## config.mk

```make
export PLATFORM = sky130hd
export DESIGN_NAME = pipeline_stall_ctrl
export DESIGN_NICKNAME = d
export VERILOG_FILES = /design/src/rtl/pipeline_stall_ctrl.sv
export SDC_FILE = /design/constraint.sdc
export NUM_CORES = 1
export LEC_CHECK = 0
export CAP_MARGIN = 20
export CORE_UTILIZATION = 25
export CTS_CLUSTER_DIAMETER = 30
export CTS_CLUSTER_SIZE = 30
export DETAILED_ROUTE_END_ITERATION = 8
export GPL_ROUTABILITY_DRIVEN = 0
export SKIP_CTS_REPAIR_TIMING = 1
export SLEW_MARGIN = 20
export SYNTH_ARGS = -nofsm -noshare
export SYNTH_HDL_FRONTEND = slang
export SYNTH_SLANG_ARGS = --single-unit
```

## constraint.sdc

```tcl
create_clock -name clk -period 5.17 [get_ports clk]
set_clock_uncertainty 0.15 [all_clocks]
set_input_delay 0.7755 -clock clk [delete_from_list [all_inputs] [get_ports clk]]
set_output_delay 0.7755 -clock clk [all_outputs]
set_load 0.02 [all_outputs]
```

## src/rtl/pipeline_stall_ctrl.sv

```systemverilog
// Stall/flush controller for the 5-stage pipeline: same-cycle hazard decode,
// saturating stall/flush counters, and a sticky data-memory watchdog.
module pipeline_stall_ctrl #(
  parameter int TIMEOUT = 255,
  parameter int CNT_W   = 32
) (
  input  logic             clk,
  input  logic             rst_n,
  input  logic             ld_use,
  input  logic             br_taken,
  input  logic             mem_busy,
  output logic             pc_we,
  output logic             if_id_we,
  output logic             id_ex_we,
  output logic             ex_mem_we,
  output logic             mem_wb_we,
  output logic             if_id_flush,
  output logic             id_ex_flush,
  output logic [CNT_W-1:0] stall_cnt,
  output logic [CNT_W-1:0] flush_cnt,
  output logic             mem_timeout
);

  localparam int WAIT_W = $clog2(TIMEOUT + 1);

  typedef enum logic [1:0] {INIT, RUN, FREEZE, FAULT} state_t;

  state_t            state, state_nxt;
  logic [WAIT_W-1:0] wait_cnt, wait_cnt_nxt;
  logic              active;
  logic              br_apply;
  logic              timeout_hit;

  function automatic logic [CNT_W-1:0] sat_inc(input logic [CNT_W-1:0] v);
    return (&v) ? v : v + CNT_W'(1);
  endfunction

  assign active = (state == RUN) || (state == FREEZE);

  always_comb begin
    pc_we        = 1'b0;
    if_id_we     = 1'b0;
    id_ex_we     = 1'b0;
    ex_mem_we    = 1'b0;
    mem_wb_we    = 1'b0;
    if_id_flush  = 1'b0;
    id_ex_flush  = 1'b0;
    state_nxt    = state;
    wait_cnt_nxt = wait_cnt;
    br_apply     = 1'b0;
    timeout_hit  = 1'b0;
    case (state)
      INIT: begin
        if_id_we    = 1'b1;
        id_ex_we    = 1'b1;
        ex_mem_we   = 1'b1;
        mem_wb_we   = 1'b1;
        if_id_flush = 1'b1;
        id_ex_flush = 1'b1;
        state_nxt   = RUN;
      end
      RUN, FREEZE: begin
        if (mem_busy) begin
          // Whole pipe holds; a pending branch stays in EX and is applied later.
          wait_cnt_nxt = wait_cnt + WAIT_W'(1);
          if (wait_cnt == WAIT_W'(TIMEOUT - 1)) begin
            state_nxt   = FAULT;
            timeout_hit = 1'b1;
          end else begin
            state_nxt = FREEZE;
          end
        end else begin
          state_nxt    = RUN;
          wait_cnt_nxt = '0;
          ex_mem_we    = 1'b1;
          mem_wb_we    = 1'b1;
          id_ex_we     = 1'b1;
          if (br_taken) begin
            pc_we       = 1'b1;
            if_id_we    = 1'b1;
            if_id_flush = 1'b1;
            id_ex_flush = 1'b1;
            br_apply    = 1'b1;
          end else if (ld_use) begin
            id_ex_flush = 1'b1;
          end else begin
            pc_we    = 1'b1;
            if_id_we = 1'b1;
          end
        end
      end
      default: begin
        state_nxt = FAULT;
      end
    endcase
  end

  always_ff @(posedge clk or negedge rst_n) begin
    if (!rst_n) begin
      state       <= INIT;
      wait_cnt    <= '0;
      stall_cnt   <= '0;
      flush_cnt   <= '0;
      mem_timeout <= 1'b0;
    end else begin
      state    <= state_nxt;
      wait_cnt <= wait_cnt_nxt;
      if (active && !pc_we) stall_cnt <= sat_inc(stall_cnt);
      if (br_apply)         flush_cnt <= sat_inc(flush_cnt);
      if (timeout_hit)      mem_timeout <= 1'b1;
    end
  end

endmodule
```

==> flow_metrics.tcl <==
set metrics [dict create \
    setup_viol 0 \
    final_nets 446 \
    yosysUniqueCellTypes 45 \
    p_clk_share_pct 31.5 \
    cp.arrival_ns 2.68 \
    vias 2818 \
    start_kind "input port" \
    die_h_um 123 \
    ir_worst_vdd_v 0.000254 \
    status "finished clean" \
    worst_slack_ns 1.57 \
    powerDensity_mw_per_mm2 369 \
    grt_pass1_wl_um 14200 \
    maxSlewViolCount 0 \
    synthMostInstantiatedCell "dfrtp_1" \
    path_clk_slew_ns 0.05 \
    chipWidth_um 123 \
    synth_edf_count 0 \
    synth_warnings 0 \
    ys_ff_latch 75 \
    grt_pass1_vias 2829 \
    reg2regPathDepth 7 \
    cts.path.max_buffers 2 \
    worst_pin_slew_ns 0.696 \
    routed_via_density 4.57 \
    ios 77 \
    critPathKind "in2out" \
    rsz0062_at_grt "false" \
    synth_area_per_cell_um2 10.4 \
    netlist_area_mm2 0.00364 \
    cts_tree "yes" \
    fmax_mhz 278 \
    synth_largest_area_cell "dfrtp_1" \
    critPathMaxFanout 9 \
    hold_viol 0 \
    cts_buffers 9 \
    relSlewSlack_pct 53.2 \
    leakagePower_nw 2.09 \
    ys.flop_type "dfrtp_1" \
    seqPwrFrac_pct 39.9 \
    p_sw_uw 578 \
    tns_ns 0 \
    antenna_found_initial 0 \
    drt-pass1-iter-count 4 \
    rrSetupSlack_ns 2.49 \
    numClockSinks 75 \
    grt_usage_pct 12.2 \
    insertion_delay_ns 0.33 \
    dieArea_mm2 0.0151 \
    drive_gt1_share_pct 6.42 \
    antenna_left 0 \
    remaining_drc_errors 0 \
    hp-class "in2async" \
    cts_htree_levels 3 \
    yosysSeqAreaShare_pct 51.5 \
    synth_common_cells "dfrtp_1, nand2_1, xnor2_1" \
    dp_hpwl_um 6030 \
    start_util_pct 26.0 \
    r2r_end "stall_cnt[31]$_DFFE_PN0P_" \
    finalCritPeriodShare_pct 69.7 \
    cap_violations 0 \
    drt-total-wl_um 8290 \
    dp.cells 603 \
    syn2layout_area_growth_pct 33.8 \
    grt_max_degree 76 \
    n_antenna_cell 0 \
    cp-end-kind "primary output" \
    min_period_ns 3.60 \
    wire_per_inst_um 13.5 \
    drt_iter0_markers 152 \
    async_reset_ff_share_pct 100 \
    internal_power_mw 1.22 \
    grt-ovfl-total 0 \
    finalNonFillerCells 616 \
    cts_root_buffer "clkbuf_16" \
    core_mm2 0.0140 \
    io_buffers 76 \
    cp.required_ns 4.24 \
    r2r-start "state[0]$_DFF_PN0_" \
    syn_nets 363 \
    swShare_pct 32.1 \
    synth_area_leaders "dfrtp_1, xnor2_1, xor2_1" \
    netlist_instances 352 \
    row_count 43 \
    combPwrFrac_pct 28.6 \
    synth_top_cell_area_share_pct 51.5 \
    pre_cts_slack_ns 1.56 \
]
power groups by stage:
stage	Clock, mW	Combinational, mW	Sequential (mW)
floorplan	0	0.272	0.764
global placement	0	0.504	0.724
detailed placement	0	0.518	0.728
CTS	0.589	0.521	0.718
global route	0.615	0.571	0.729
finish	0.567	0.515	0.718
worst max path at each step:
stage / from / to / slack, ns
after detailed placement: mem_busy / if_id_we / 1.56
after global placement: mem_busy / if_id_we / 1.61
after CTS: mem_busy / if_id_we / 1.55
final: mem_busy / if_id_we / 1.57
after global routing: mem_busy / if_id_we / 1.41
after floorplan: mem_busy / if_id_we / 2.40
per-layer routing:
layer  global-route usage, %  wire length [µm]  up-vias
met3                    4.60               447       10
met4                    4.12               128        0
met5                       0                 0        -
li1                        -                 -     1386
met1                    16.3              4040     1366
met2                    18.0              3680       56
final cells by class:
cell class,count,area [µm²]
Fill cell,1399,9170
Multi-Input combinational cell,259,1690
Clock buffer,12,256
Tap cell,180,225
Timing Repair Buffer,77,778
Inverter,13,48.8
Sequential cell,75,1880
critical path, stage by stage:
cell	delay, ns
clkdlybuf4s50_1	0.56
nor2b_1	0.37
nor2b_1	0.23
o21ba_2	0.14
clkdlybuf4s50_1	0.60
kinds of logic after synthesis:
logic type	Yosys count	share of synthesized area, %
AND/OR/NAND/NOR	164	23.7
adder cells (fa/ha/maj)	6	2.06
buffers and inverters	18	2.09
AO/OA/AOI/OAI	23	4.39
XOR/XNOR	63	15.3
flip-flops	75	51.5
multiplexers	3	0.893
cell usage in the layout (no fill, tap or decap), types with 6 or more instances in the layout:
| master | count |
|---|---|
| nand3_1 | 33 |
| and3_1 | 9 |
| clkdlybuf4s50_1 | 75 |
| o21ai_0 | 7 |
| inv_1 | 13 |
| nor2_1 | 28 |
| ha_1 | 6 |
| dfrtp_1 | 75 |
| xor2_1 | 26 |
| xnor2_1 | 36 |
| clkbuf_16 | 9 |
| nand4_1 | 21 |
| nand2_1 | 36 |
| nor3_1 | 12 |
stage by stage:
stage / total power, mW / utilization (%) / instance area [µm²] / hold slack (ns)
after floorplan: 1.04 / - / 3640 / 0.306
after global placement: 1.23 / 32.8 / 4600 / 0.328
after detailed placement: 1.25 / 32.8 / 4600 / 0.311
after CTS: 1.83 / 34.6 / 4860 / 0.338
after global routing: 1.92 / 34.7 / 4880 / 0.257
final: 1.80 / 34.7 / 4880 / 0.233
state kept, by name (all words and copies together), names as in the netlist:
register     flops
flush_cnt       32
stall_cnt       32
wait_cnt         8
state            2
mem_timeout      1
Note: power is estimated with default switching activity, not from simulation.
